`config.mk`:
```
export PLATFORM = sky130hd
export DESIGN_NAME = line_track_fsm
export DESIGN_NICKNAME = d
export VERILOG_FILES = /design/src/rtl/line_track_fsm.sv
export SDC_FILE = /design/constraint.sdc
export NUM_CORES = 1
export LEC_CHECK = 0
export BUFFER_PORTS_ARGS = -buffer_cell sky130_fd_sc_hd__buf_4
export CORE_ASPECT_RATIO = 1.75
export CORE_MARGIN = 1
export CORE_UTILIZATION = 40
export CTS_CLUSTER_DIAMETER = 120
export DETAILED_ROUTE_END_ITERATION = 8
export PLACE_DENSITY = 0.61
export RECOVER_POWER = 25
export SYNTH_ARGS = -nofsm -noshare
export SYNTH_HDL_FRONTEND = slang
export SYNTH_SLANG_ARGS = --single-unit
```
`constraint.sdc`:
```
create_clock -name clk -period 2.07 [get_ports clk]
set_clock_uncertainty 0.1 [all_clocks]
set_input_delay 0.207 -clock clk [delete_from_list [all_inputs] [get_ports clk]]
set_output_delay 0.207 -clock clk [all_outputs]
set_load 0.01 [all_outputs]
```
`src/rtl/line_track_fsm.sv`:
```
// Line-follower mode controller: synchronises and debounces three IR tracker inputs,
// then steers a STOP/RUNNING/TURN_LEFT/TURN_RIGHT[/SEARCH] FSM. SEARCH is built only with TRACK_LOST_SEARCH_EN.
module line_track_fsm #(
    parameter int unsigned FILT_CYC     = 50000,
    parameter int unsigned MIN_HOLD     = 100000,
    parameter int unsigned LOST_TIMEOUT = 50000000
) (
    input  logic       clk,
    input  logic       rst_n,
    input  logic       left_signal,
    input  logic       mid_signal,
    input  logic       right_signal,
    output logic [1:0] state,
    output logic       lost,
    output logic       halted,
    output logic [2:0] filt
);

    localparam logic [1:0]  ST_STOP   = 2'd0;
    localparam logic [1:0]  ST_LEFT   = 2'd1;
    localparam logic [1:0]  ST_RIGHT  = 2'd2;
    localparam logic [1:0]  ST_RUN    = 2'd3;
    localparam logic [19:0] FILT_LAST = 20'(FILT_CYC - 1);
    localparam logic [26:0] HOLD_MAX  = 27'(MIN_HOLD);

    typedef enum logic [2:0] {
        S_STOP,
        S_RUNNING,
        S_TURN_LEFT,
        S_TURN_RIGHT,
        S_SEARCH
    } fsm_t;

    typedef enum logic [2:0] {
        D_RUN,
        D_LEFT,
        D_RIGHT,
        D_KEEP,
        D_LOST
    } dec_t;

`ifdef TRACK_LOST_SEARCH_EN
    localparam fsm_t        LOST_DEST = S_SEARCH;
    localparam logic [26:0] LOST_LAST = 27'(LOST_TIMEOUT - 1);
    logic [26:0] r_lost_cnt;
`else
    localparam fsm_t        LOST_DEST = S_STOP;
`endif

    logic [2:0]  r_sync1;
    logic [2:0]  r_sync2;
    logic [2:0]  r_cand;
    logic [19:0] r_stab;

    fsm_t        r_fsm;
    logic [26:0] r_hold;
    logic        r_last_left;

    fsm_t        w_next;
    dec_t        w_dec;
    logic        w_hold_ok;
    logic        w_last_left;

    // r_cand is the previous synchronised sample; a mismatch restarts the stability count.
    always_ff @(posedge clk or negedge rst_n) begin
        if (!rst_n) begin
            r_sync1 <= 3'b000;
            r_sync2 <= 3'b000;
            r_cand  <= 3'b000;
            r_stab  <= 20'd0;
            filt    <= 3'b000;
        end else begin
            r_sync1 <= {left_signal, mid_signal, right_signal};
            r_sync2 <= r_sync1;
            r_cand  <= r_sync2;
            if (r_sync2 != r_cand) begin
                r_stab <= 20'd0;
            end else if (r_stab == FILT_LAST) begin
                filt <= r_sync2;
            end else begin
                r_stab <= r_stab + 20'd1;
            end
        end
    end

    always_comb begin
        w_dec = D_KEEP;
        case (filt)
            3'b010, 3'b111: w_dec = D_RUN;
            3'b100, 3'b110: w_dec = D_LEFT;
            3'b001, 3'b011: w_dec = D_RIGHT;
            3'b000:         w_dec = D_LOST;
            default:        w_dec = D_KEEP;
        endcase
    end

    assign w_hold_ok = (r_hold >= HOLD_MAX);

    always_comb begin
        w_next = r_fsm;
        case (r_fsm)
            S_STOP: begin
                if (w_dec == D_RUN) w_next = S_RUNNING;
            end
            S_RUNNING: begin
                case (w_dec)
                    D_LEFT:  w_next = S_TURN_LEFT;
                    D_RIGHT: w_next = S_TURN_RIGHT;
                    D_LOST:  w_next = LOST_DEST;
                    default: w_next = S_RUNNING;
                endcase
            end
            // Losing the line overrides the minimum turn hold.
            S_TURN_LEFT, S_TURN_RIGHT: begin
                if (w_dec == D_LOST) begin
                    w_next = LOST_DEST;
                end else if (w_hold_ok) begin
                    case (w_dec)
                        D_RUN:   w_next = S_RUNNING;
                        D_LEFT:  w_next = S_TURN_LEFT;
                        D_RIGHT: w_next = S_TURN_RIGHT;
                        default: w_next = r_fsm;
                    endcase
                end
            end
`ifdef TRACK_LOST_SEARCH_EN
            S_SEARCH: begin
                case (w_dec)
                    D_LOST:  w_next = (r_lost_cnt == LOST_LAST) ? S_STOP : S_SEARCH;
                    D_LEFT:  w_next = S_TURN_LEFT;
                    D_RIGHT: w_next = S_TURN_RIGHT;
                    default: w_next = S_RUNNING;
                endcase
            end
`endif
            default: w_next = S_STOP;
        endcase
    end

    always_comb begin
        w_last_left = r_last_left;
        if (w_next == S_TURN_LEFT) begin
            w_last_left = 1'b1;
        end else if (w_next == S_TURN_RIGHT) begin
            w_last_left = 1'b0;
        end
    end

    always_ff @(posedge clk or negedge rst_n) begin
        if (!rst_n) begin
            r_fsm       <= S_STOP;
            r_hold      <= 27'd0;
            r_last_left <= 1'b1;
`ifdef TRACK_LOST_SEARCH_EN
            r_lost_cnt  <= 27'd0;
`endif
            state       <= ST_STOP;
            lost        <= 1'b0;
            halted      <= 1'b1;
        end else begin
            r_fsm       <= w_next;
            r_last_left <= w_last_left;
            if (w_next != r_fsm) begin
                r_hold <= 27'd0;
            end else if (r_hold < HOLD_MAX) begin
                r_hold <= r_hold + 27'd1;
            end
`ifdef TRACK_LOST_SEARCH_EN
            // Counts only while SEARCH persists, so it restarts on both entry and exit.
            if (r_fsm == S_SEARCH && w_next == S_SEARCH) begin
                r_lost_cnt <= r_lost_cnt + 27'd1;
            end else begin
                r_lost_cnt <= 27'd0;
            end
`endif
            case (w_next)
                S_RUNNING: begin
                    state  <= ST_RUN;
                    lost   <= 1'b0;
                    halted <= 1'b0;
                end
                S_TURN_LEFT: begin
                    state  <= ST_LEFT;
                    lost   <= 1'b0;
                    halted <= 1'b0;
                end
                S_TURN_RIGHT: begin
                    state  <= ST_RIGHT;
                    lost   <= 1'b0;
                    halted <= 1'b0;
                end
`ifdef TRACK_LOST_SEARCH_EN
                S_SEARCH: begin
                    state  <= w_last_left ? ST_LEFT : ST_RIGHT;
                    lost   <= 1'b1;
                    halted <= 1'b0;
                end
`endif
                default: begin
                    state  <= ST_STOP;
                    lost   <= 1'b0;
                    halted <= 1'b1;
                end
            endcase
        end
    end

endmodule

```
==> results of run 1 <==
[repair_timing]
action / in CTS / in global routing
setup endpoints to repair: 3 / 15
resized for setup: 2 / 10
hold buffers: 4 / 0
pin swaps: 0 / 7
buffers inserted: 0 / 1
hold endpoints to repair: 42 / 0
[cells in the final DEF (no fill, tap or decap), types with 3 or more instances in the layout]
cell type       n
nand2_1        16
a21oi_2         3
clkbuf_16       9
nor2_1         47
inv_1          17
or4_1           5
xnor2_1        24
dfrtp_1        64
nor4_2          3
nand4_1        10
o31ai_1         6
and4_1          4
ha_1            3
or3_1           5
clkinv_2        3
dlygate4sd3_1   4
clkbuf_4        3
a21oi_1        13
buf_4          44
nor3_1          4
o21ai_0         9
nand3_1        19
nor4_1          7
xor2_1          5
and3_1          4
mux2_4          3
[where the power goes]
group	switching [µW]	internal (µW)
Clock	523	958
Sequential	14.3	1290
Combinational	67.5	40.1
[Yosys cell counts, types with 2 or more instances]
cell type and n:
a21oi_1 16, a221o_1 2, and3_1 4, and4_1 5, buf_2 6, clkbuf_1 5
dfrtp_1 64, ha_1 3, inv_1 17, mux2_4 3, nand2_1 16, nand3_1 19
nand4_1 10, nor2_1 47, nor3_1 4, nor3_2 2, nor4_1 8, nor4_2 2
o211a_1 2, o21a_1 2, o21ai_0 9, o31ai_1 6, or2_2 2, or3_1 5
or4_1 7, xnor2_1 24, xor2_1 5
[state kept, by name, indices dropped and copies added, names as in the netlist]
| signal | flops |
|---|---|
| filt | 3 |
| halted | 1 |
| r_cand | 3 |
| r_fsm | 3 |
| r_hold | 27 |
| r_stab | 20 |
| r_sync1 | 3 |
| r_sync2 | 3 |
| state | 2 |
[how the worst max path moves through the flow]
stage	to	start	cells after the start	slack, ns
floorplan	filt[0]$_DFFE_PN0P_	r_stab[12]$_DFFE_PN0N_	5	0.005
global placement	r_hold[14]$_DFFE_PN0P_	r_hold[23]$_DFFE_PN0P_	5	0.005
detailed placement	r_hold[14]$_DFFE_PN0P_	r_hold[23]$_DFFE_PN0P_	5	-0.03
CTS	state[0]$_DFF_PN0_	r_hold[23]$_DFFE_PN0P_	6	0.02
global route	r_hold[12]$_DFFE_PN0P_	r_hold[18]$_DFFE_PN0P_	6	-0.03
finish	filt[0]$_DFFE_PN0P_	r_stab[12]$_DFFE_PN0N_	5	0.06
[critical path: cells and delay by family (launching register included)]
kind | cells | cell delay (ns)
flops | 1 | 0.41
mux | 1 | 0.30
simple gates | 4 | 1.09
[cells by family after synthesis]
group | share of synthesized area
AO/OA/AOI/OAI | 0.107
XOR/XNOR | 0.0791
adder cells (fa/ha/maj) | 0.0117
buffers and inverters | 0.0374
flip-flops | 0.507
multiplexers | 0.0171
other | 0.00117
AND/OR/NAND/NOR | 0.240
[through the flow]
stage                     setup WS, ns   util  setup TNS, ns  total power (µW)  hold slack, ns
after floorplan                0.00451      -              0              1370          -0.189
after global placement         0.00541  0.477              0              1420           0.125
after detailed placement       -0.0250  0.477        -0.0510              1430           0.133
after CTS                       0.0243  0.521              0              2930           0.247
after global routing           -0.0289  0.526        -0.0602              2990           0.249
final                           0.0623  0.526              0              2890           0.246
[final cells by class]
cell class	count	area, µm²
clock buffers	12	246
clock inverters	4	45.0
fillers	702	3630
inverters	17	63.8
multi-input cells	229	1520
flip-flops and latches	65	1630
well taps	88	110
repair buffers	54	429
[layer usage]
layer	track usage	routed length, µm
met4	0.116	274
met5	0	0
met2	0.371	4160
met3	0.0383	149
met1	0.167	2590
==> impl_summary.txt, run 1 <==
----------------------------------------------------
[Run status]
  Result of the run ... finished clean

[Synthesis]
  EDFF count, synth ... 0
  Yosys warning total ... 0
  Combined area of all synthesized cells ... 3210 µm²
  Post-synth top area share ... 0.499
  Library cells used by synthesis ... 54
  Synth area leader ... dfrtp_1
  Ranking of synthesized cells by area ... dfrtp_1, xnor2_1, nor2_1, nand3_1, a21oi_1
  Post-synthesis async set-or-reset flop share ... 1.00
  Cell count after synthesis ... 322
  Proportion of synthesized chip area in sequential cells ... 0.507
  Synthesized flop and latch total ... 65
  Average cell area after synthesis ... 9.97 µm²
  Most used flip-flop cell after synthesis ... dfrtp_1

[Clock network]
  Post-CTS clock slew at the launch and capture registers of the worst setup and hold paths ... 0.05 ns
  CTS Root Buffer Type ... clkbuf_16
  CTS Buf Count ... 9
  Worst skew pair latency ... 0.33 ns
  Sink Count ... 65
  H-tree depth reported by CTS ... 3
  Maximum root-to-sink buffer count ... 2
  CTS tree ... built

[Floorplan]
  Die ar. ... 8410 µm²
  Die boundary height ... 121 µm
  Die extent in x ... 69.7 µm
  Initial Utilization ... 0.419
  Number of placement rows ... 42
  Core region area ... 7670 µm²
  I/O pin total ... 12

[STA]
  Final period demand of the worst path ... 2.01 ns
  Final Hold Vio Count ... 0
  Pins over their slew limit ... 0
  RSZ-0062 raised after global routing ... yes
  Relative slew margins ... 0.307
  Post-route fraction of the period consumed by the critical path ... 0.970
  Worst-margin pin slew ... 1.04 ns
  Count of final setup violators ... 0
  F_max ... 498 MHz

[Place]
  DP Wirelength ... 5130 µm
  GPL Wtd Cong ... 0.812
  Number of buffers added on ports ... 10
  Number of placed instances, taps included ... 448
  Instance area at placement ... 3660 µm²

[Critical path]
  Arr. time, crit path ... 2.12 ns
  Reg2reg start ... r_stab[12]$_DFFE_PN0N_
  Critical-path cell with the highest stage delay ... or4b_4
  Critical Setup Path Class ... reg -> reg
  Reg2reg setup slack ... 0.06 ns
  Largest fanout of any net on the critical path ... 3
  Critical Path Source Type ... register
  Category of the worst setup path capture point ... register
  Worst Reg-to-Reg Cells ... 5
  Slowest Stage Delay on Critical Path ... 0.55 ns
  Endpoint of the worst register-to-register path ... filt[0]$_DFFE_PN0P_
  Data required time of the worst path ... 2.18 ns
  Worst path cell trace ... or4b_4 > nor3_4 > nand2_2 > or2_4 > mux2_4

[Routing]
  Detailed-routing iteration count for the pre-antenna-repair pass ... 4
  Routed wirelength normalized by instance count ... 15.3 µm
  Total vias in the final route ... 2,563
  Number of nets still failing antenna checks after routing ... 0
  Drc violations ... 0
  Final Routed Wirelength ... 7170 µm
  First-iteration detailed-routing DRC count ... 118
  Vias per cell ... 5.46

[Hold path]
  Beginning of the worst hold path ... r_sync1[0]$_DFF_PN0_
  Min-Delay Endpoint ... r_sync2[0]$_DFF_PN0_
  Kind of path behind the tightest hold check ... reg -> reg
  Number of cells on the worst hold path ... 0

[Layout]
  Layout Cells excl Fill ... 469
  Area growth syn-to-layout ... 25.7%
  Post-layout instance area ... 4040 µm²
  Proportion of layout cells with a drive suffix above 1 ... 0.228
  Diodes inserted ... 0
  Layout net count ... 384

[Job]
  MaxCap Viol Count ... 0

[Global route]
  Largest net degree at the start of global routing ... 41
  Overflow after GRT ... 0
  Gr usage total ... 0.187
  Antenna violations before repair ... 0
  First-pass GRT wire length ... 12,100 µm
  Vias in the first global route ... 2,747

[Pwr]
  Worst VDD drop ... 0.615 mV
  Cell Pwr Density ... 716 nW/µm²
  Leakage Power ... 0.00171 µW

----------------------------------------------------
Note: power is estimated with default switching activity, not from simulation.
==> run 2, diff against run 1 <==
--- a/config.mk
+++ b/config.mk
@@ -11,7 +11,7 @@
 export CORE_UTILIZATION = 40
 export CTS_CLUSTER_DIAMETER = 120
 export DETAILED_ROUTE_END_ITERATION = 8
-export PLACE_DENSITY = 0.61
+export PLACE_DENSITY = 0.58
 export RECOVER_POWER = 25
 export SYNTH_ARGS = -nofsm -noshare
 export SYNTH_HDL_FRONTEND = slang
==> impl_summary.txt, run 2 (same netlist as run 1, synthesis figures left out) <==
----------------------------------------------------
[Layout]
  Commonest non-fill, non-tap cells in the layout ... dfrtp_1, nor2_1, buf_4, xnor2_1, nand3_1
  Fill cell instance count of the final layout ... 690 (-1.7%)
  Diodes inserted ... 0 (unchanged)
  Regs by FF count ... r_hold x27, r_stab x20
  Layout net count ... 381 (-0.78%)
  Largest reg by FF count ... r_hold
  Core Util, Final ... 0.530 (+0.00408)
  Max FFs per register ... 27 (unchanged)
  Commonest non-fill, non-tap cell in the layout ... dfrtp_1
  Area growth syn-to-layout ... 26.7%
  Post-layout instance area ... 4070 µm² (+0.77%)
  Proportion of layout cells with a drive suffix above 1 ... 0.233 (+0.00446)

[Routing]
  Top sig layer ... met4
  M1 wire length ... 2620 µm (+1.3%)
  Total vias in the final route ... 2,538 (-0.98%)
  Vias per cell ... 5.45 (-0.34%)
  First-iteration detailed-routing DRC count ... 116 (-1.7%)
  Drc violations ... 0 (unchanged)
  Routed wirelength normalized by instance count ... 15.1 µm (-1.0%)
  Sum of met2 wire segment lengths after detailed routing ... 3890 µm (-6.3%)
  Number of nets still failing antenna checks after routing ... 0 (unchanged)
  Final Routed Wirelength ... 7050 µm (-1.6%)
  Met3 routed WL ... 165 µm (+11%)
  Detailed-routing iteration count for the pre-antenna-repair pass ... 4 (unchanged)

[Job]
  MaxCap Viol Count ... 0 (unchanged)

[STA]
  Accumulated negative setup slack ... 0 ns (unchanged)
  F_max ... 496 MHz (-0.42%)
  RSZ-0062 raised after global routing ... yes
  Fin Hold WS ... 0.245 ns (-0.00136 ns)
  Final setup slack of the worst path ... 0.0539 ns (-0.00841 ns)
  Count of final setup violators ... 0 (unchanged)
  Post-route fraction of the period consumed by the critical path ... 0.974 (+0.00406)
  Relative slew margins ... 0.407 (+0.0997)
  Final period demand of the worst path ... 2.02 ns (+0.00841 ns)
  Worst-margin pin slew ... 0.890 ns (-0.150 ns)
  Pins over their slew limit ... 0 (unchanged)
  Final Hold Vio Count ... 0 (unchanged)

[Critical path]
  Slowest Stage Delay on Critical Path ... 0.55 ns (about the same)
  Largest fanout of any net on the critical path ... 6 (+3)
  Reg2reg start ... r_hold[18]$_DFFE_PN0P_
  Critical-path cell with the highest stage delay ... or4_4
  Critical Setup Path Class ... reg -> reg
  Category of the worst setup path capture point ... register
  Combined buffer and inverter count along the critical path ... 0 (unchanged)
  Data required time of the worst path ... 2.24 ns (+0.06 ns)
  Kind of cell adding the most delay to the critical path ... simple AND/OR/NAND/NOR gates
  Reg2reg setup slack ... 0.05 ns (about the same)
  Endpoint of the worst register-to-register path ... r_hold[14]$_DFFE_PN0P_
  Critical Path Source Type ... register
  Worst path cell trace ... nor4_2 > and4_4 > nand4_4 > or4_4 > a21oi_2
  Arr. time, crit path ... 2.18 ns (+0.06 ns)
  Worst Reg-to-Reg Cells ... 5 (unchanged)

[Clock network]
  Maximum root-to-sink buffer count ... 2 (unchanged)
  CTS Root Buffer Type ... clkbuf_16
  Post-CTS clock slew at the launch and capture registers of the worst setup and hold paths ... 0.05 ns (about the same)
  Sink Count ... 65 (unchanged)
  Worst skew pair latency ... 0.34 ns (about the same)
  CTS Buf Count ... 9 (unchanged)
  CTS tree ... built
  H-tree depth reported by CTS ... 3 (unchanged)

[Global route]
  Vias in the first global route ... 2,551 (-7.1%)
  Gr usage total ... 0.184 (-0.00325)
  Overflow after GRT ... 0 (unchanged)
  Antenna violations before repair ... 0 (unchanged)
  First-pass GRT wire length ... 11,700 µm (-3.4%)
  Largest net degree at the start of global routing ... 34 (-17%)

[Floorplan]
  Core region area ... 7670 µm² (unchanged)
  I/O pin total ... 12 (unchanged)
  Die extent in x ... 69.7 µm (unchanged)
  Number of placement rows ... 42 (unchanged)
  Die boundary height ... 121 µm (unchanged)
  Die ar. ... 8410 µm² (unchanged)
  Initial Utilization ... 0.419 (unchanged)

[Pwr]
  Worst VDD drop ... 0.643 mV (+4.5%)
  Cell Pwr Density ... 746 nW/µm² (+4.2%)
  Leakage Power ... 0.00171 µW (+0.20%)

[Hold path]
  Number of cells on the worst hold path ... 0 (unchanged)
  Kind of path behind the tightest hold check ... reg -> reg
  Beginning of the worst hold path ... r_sync1[1]$_DFF_PN0_
  Min-Delay Endpoint ... r_sync2[1]$_DFF_PN0_

[Place]
  Worst setup timing slack at the placement stage ... -0.0143 ns (+0.0107 ns)
  DP Wirelength ... 5010 µm (-2.4%)
  GPL Wtd Cong ... 0.796 (-1.9%)
  Number of buffers added on ports ... 10 (unchanged)
  Instance area at placement ... 3640 µm² (-0.62%)

[Run status]
  Result of the run ... finished clean

----------------------------------------------------
## run 2: where the power goes
group	switching (µW)	leakage (µW)	internal (µW)
Combinational	67.5	0.000674	39.7
Sequential	13.5	0.000879	1290
Clock	545	0.000159	1080
Total	626	0.00171	2410
## run 2: worst max path at each step
| stage | from | end | slack, ns | depth (start not counted) |
|---|---|---|---|---|
| floorplan | r_stab[12]$_DFFE_PN0N_ | filt[0]$_DFFE_PN0P_ | 0.005 | 5 |
| global placement | r_hold[23]$_DFFE_PN0P_ | r_hold[14]$_DFFE_PN0P_ | 0.005 | 5 |
| detailed placement | r_hold[23]$_DFFE_PN0P_ | r_hold[8]$_DFFE_PN0P_ | -0.01 | 5 |
| CTS | r_hold[14]$_DFFE_PN0P_ | r_hold[14]$_DFFE_PN0P_ | 0.009 | 5 |
| global route | r_hold[18]$_DFFE_PN0P_ | r_hold[14]$_DFFE_PN0P_ | -0.02 | 5 |
| finish | r_hold[18]$_DFFE_PN0P_ | r_hold[14]$_DFFE_PN0P_ | 0.05 | 5 |
## run 2: final cells by class
cell class                 instances  area (µm²)  share of cell area
sequential                        65        1630               0.400
multi-input combinational        229        1540               0.378
timing repair buffer              51         407              0.0999
clock buffer                      11         243              0.0596
tap                               88         110              0.0271
clock inverter                     5        78.8              0.0194
inverter                          17        63.8              0.0157
## run 2: metrics by stage
step | cells | power [µW]
2_1_floorplan | 323 | 1370
3_3_place_gp | 445 | 1430
3_5_place_dp | 445 | 1430
4_1_cts | 465 | 3080
5_1_grt | 466 | 3140
6_report | 466 | 3040
## run 2: layer usage
| metal | up-vias | global-route usage |
|---|---|---|
| met4 | 0 | 0.146 |
| met5 | - | 0 |
| met2 | 37 | 0.334 |
| li1 | 1247 | - |
| met1 | 1231 | 0.173 |
| met3 | 23 | 0.0442 |
## run 2: what timing repair did
action | 4_1_cts | 5_1_grt
endpoints found under the setup margin | 5 | 14
hold buffers | 4 | 0
endpoints found under the hold margin | 35 | 0
resized for setup | 2 | 14
buffers inserted | 0 | 1
pin swaps | 0 | 7
==> run 3, diff against run 2 <==
--- a/config.mk
+++ b/config.mk
@@ -6,12 +6,14 @@
 export NUM_CORES = 1
 export LEC_CHECK = 0
 export BUFFER_PORTS_ARGS = -buffer_cell sky130_fd_sc_hd__buf_4
+export CELL_PAD_IN_SITES_DETAIL_PLACEMENT = 1
+export CELL_PAD_IN_SITES_GLOBAL_PLACEMENT = 2
 export CORE_ASPECT_RATIO = 1.75
 export CORE_MARGIN = 1
-export CORE_UTILIZATION = 40
+export CORE_UTILIZATION = 36
 export CTS_CLUSTER_DIAMETER = 120
 export DETAILED_ROUTE_END_ITERATION = 8
-export PLACE_DENSITY = 0.58
+export PLACE_DENSITY = 0.75
 export RECOVER_POWER = 25
 export SYNTH_ARGS = -nofsm -noshare
 export SYNTH_HDL_FRONTEND = slang
==> impl_summary.txt, run 3 (same netlist as run 1, synthesis figures left out) <==
----------------------------------------------------
[Global route]
  Gr usage total ... 0.198 (+0.0135)
  Vias in the first global route ... 2,856 (+12%)
  Antenna violations before repair ... 0 (unchanged)
  Overflow after GRT ... 0 (unchanged)
  First-pass GRT wire length ... 13,500 µm (+16%)
  Largest net degree at the start of global routing ... 66 (+94%)

[Floorplan]
  Initial Utilization ... 0.370 (-0.0482)
  Die ar. ... 9320 µm² (+11%)
  Die extent in x ... 73.4 µm (+5.3%)
  Core region area ... 8670 µm² (+13%)
  Die boundary height ... 127 µm (+5.3%)
  Number of placement rows ... 45 (+7.1%)
  I/O pin total ... 12 (unchanged)

[Layout]
  Proportion of layout cells with a drive suffix above 1 ... 0.210 (-0.0228)
  Area of the multi-input gates ... 1520 µm² (-1.2%)
  Area growth syn-to-layout ... 26.5%
  FF/Latch Area ... 1630 µm² (unchanged)
  Diodes inserted ... 0 (unchanged)
  Layout net count ... 384 (+0.79%)
  Regs by FF count ... r_hold x27, r_stab x20
  Post-layout instance area ... 4060 µm² (-0.15%)
  Max FFs per register ... 27 (unchanged)
  Commonest non-fill, non-tap cells in the layout ... dfrtp_1, nor2_1, buf_4, xnor2_1, nand3_1
  Largest reg by FF count ... r_hold
  Fill cell instance count of the final layout ... 1,000 (+45%)
  Core Util, Final ... 0.469 (-0.0618)
  Commonest non-fill, non-tap cell in the layout ... dfrtp_1

[Critical path]
  Worst path cell trace ... or4b_4 > nor3_4 > nand2_2 > or2_4 > mux2_4
  Critical Setup Path Class ... reg -> reg
  Worst Reg-to-Reg Cells ... 5 (unchanged)
  Critical-path cell with the highest stage delay ... or4b_4
  Arr. time, crit path ... 2.12 ns (-0.06 ns)
  Category of the worst setup path capture point ... register
  Slowest Stage Delay on Critical Path ... 0.54 ns (about the same)
  Critical Path Source Type ... register
  Data required time of the worst path ... 2.18 ns (-0.06 ns)
  Largest fanout of any net on the critical path ... 3 (-3)

[Routing]
  Detailed-routing iteration count for the pre-antenna-repair pass ... 4 (unchanged)
  First-iteration detailed-routing DRC count ... 83 (-28%)
  Number of nets still failing antenna checks after routing ... 0 (unchanged)
  Vias per cell ... 5.17 (-5.0%)
  Total vias in the final route ... 2,577 (+1.5%)
  Final Routed Wirelength ... 8150 µm (+16%)
  Routed wirelength normalized by instance count ... 16.4 µm (+8.3%)
  Drc violations ... 0 (unchanged)

[Clock network]
  Worst skew pair latency ... 0.33 ns (about the same)
  CTS Buf Count ... 9 (unchanged)
  CTS tree ... built
  CTS Root Buffer Type ... clkbuf_16
  Maximum root-to-sink buffer count ... 2 (unchanged)
  H-tree depth reported by CTS ... 3 (unchanged)
  Sink Count ... 65 (unchanged)
  Post-CTS clock slew at the launch and capture registers of the worst setup and hold paths ... 0.05 ns (about the same)

[STA]
  Pins over their slew limit ... 0 (unchanged)
  Post-route fraction of the period consumed by the critical path ... 0.970 (-0.00372)
  Count of final setup violators ... 0 (unchanged)
  Final Hold Vio Count ... 0 (unchanged)
  Worst-margin pin slew ... 0.817 ns (-0.0720 ns)
  Final setup slack of the worst path ... 0.0616 ns (+0.00770 ns)
  RSZ-0062 raised after global routing ... yes
  Final period demand of the worst path ... 2.01 ns (-0.00770 ns)
  Relative slew margins ... 0.455 (+0.0480)
  F_max ... 498 MHz (+0.38%)

[Pwr]
  Cell-internal power ... 2290 µW (-5.2%)
  Part of the power in registers ... 0.453 (+0.024)
  Fraction of power consumed by the clock network ... 0.512 (-0.024)
  Cell Pwr Density ... 710 nW/µm² (-4.8%)
  Worst VDD drop ... 0.734 mV (+14%)
  Leakage Power ... 0.00170 µW (-0.48%)
  Switching Power ... 600 µW (-4.1%)
  Portion of total power attributed to combinational logic ... 0.036 (about the same)
  Fraction of power spent switching nets ... 0.208 (+0.00177)

[Run status]
  Result of the run ... finished clean

[Job]
  MaxCap Viol Count ... 0 (unchanged)

[Place]
  Worst setup timing slack at the placement stage ... -0.0301 ns (-0.0158 ns)
  GPL Wtd Cong ... 0.771 (-3.2%)
  DP Wirelength ... 5960 µm (+19%)
  Number of buffers added on ports ... 10 (unchanged)
  Instance area at placement ... 3700 µm² (+1.6%)

[Hold path]
  Number of cells on the worst hold path ... 0 (unchanged)
  Kind of path behind the tightest hold check ... reg -> reg

----------------------------------------------------
run 3: cell count changes in the layout (fill, tap and decap cells not counted), moves of 3 or more:
cell | previous run | this run
a21oi_1 | 13 | 16
a21oi_2 | 3 | 0
clkbuf_1 | 1 | 6
or4_1 | 2 | 6
or4_4 | 5 | 1
run 3: final timing paths:
check                                        from                     end  slack (ns)
setup / recovery           r_stab[12]$_DFFE_PN0N_     filt[2]$_DFFE_PN0P_        0.06
hold / removal               r_sync1[2]$_DFF_PN0_    r_sync2[2]$_DFF_PN0_        0.25
setup reg to reg           r_stab[12]$_DFFE_PN0N_     filt[2]$_DFFE_PN0P_        0.06
min in group asynchronous                   rst_n  r_hold[13]$_DFFE_PN0P_        0.41
max in group asynchronous                   rst_n   r_hold[3]$_DFFE_PN0P_        0.90
hold reg to reg              r_sync1[2]$_DFF_PN0_    r_sync2[2]$_DFF_PN0_        0.25
run 3: routing by layer:
| metal | track usage | routed length (µm) | vias to the layer above |
|---|---|---|---|
| met1 | 0.179 | 2850 | 1272 |
| met2 | 0.376 | 4830 | 36 |
| met5 | 0 | 0 | - |
| li1 | - | - | 1252 |
| met4 | 0.115 | 282 | 0 |
| met3 | 0.0508 | 186 | 17 |
run 3: power groups by stage:
stage | Clock, µW | Combinational, µW | Sequential (µW)
finish | 1480 | 103 | 1310
global route | 1580 | 118 | 1310
CTS | 1530 | 107 | 1310
detailed placement | 0 | 100 | 1330
global placement | 0 | 98.2 | 1330
floorplan | 0 | 46.7 | 1320
run 3: timing repair:
item                       CTS  global route
buffers inserted             0             1
hold endpoints to repair    67             0
gates resized for setup      3             7
setup endpoints to repair    9            30
hold buffers                 4             0
pin swaps                    0             7
run 3: metrics by stage:
| step | hold slack (ns) | cells | TNS (ns) | total power (µW) |
|---|---|---|---|---|
| global placement | 0.217 | 477 | -0.0269 | 1430 |
| floorplan | -0.189 | 323 | 0 | 1370 |
| global route | 0.254 | 498 | -0.0424 | 3010 |
| finish | 0.247 | 498 | 0 | 2890 |
| CTS | 0.247 | 497 | 0 | 2940 |
| detailed placement | 0.219 | 477 | -0.0772 | 1430 |
run 3: layout make-up:
type / instances / area share
flip-flops and latches: 65 / 0.401
multi-input cells: 229 / 0.374
repair buffers: 54 / 0.102
clock buffers: 13 / 0.0616
well taps: 117 / 0.0360
inverters: 17 / 0.0157
clock inverters: 3 / 0.00985
run 3: worst max-delay path, delay by kind of cell (launching register included):
family        cells  cell delay (ns)
flops             1             0.41
simple gates      4             1.06
mux               1             0.30
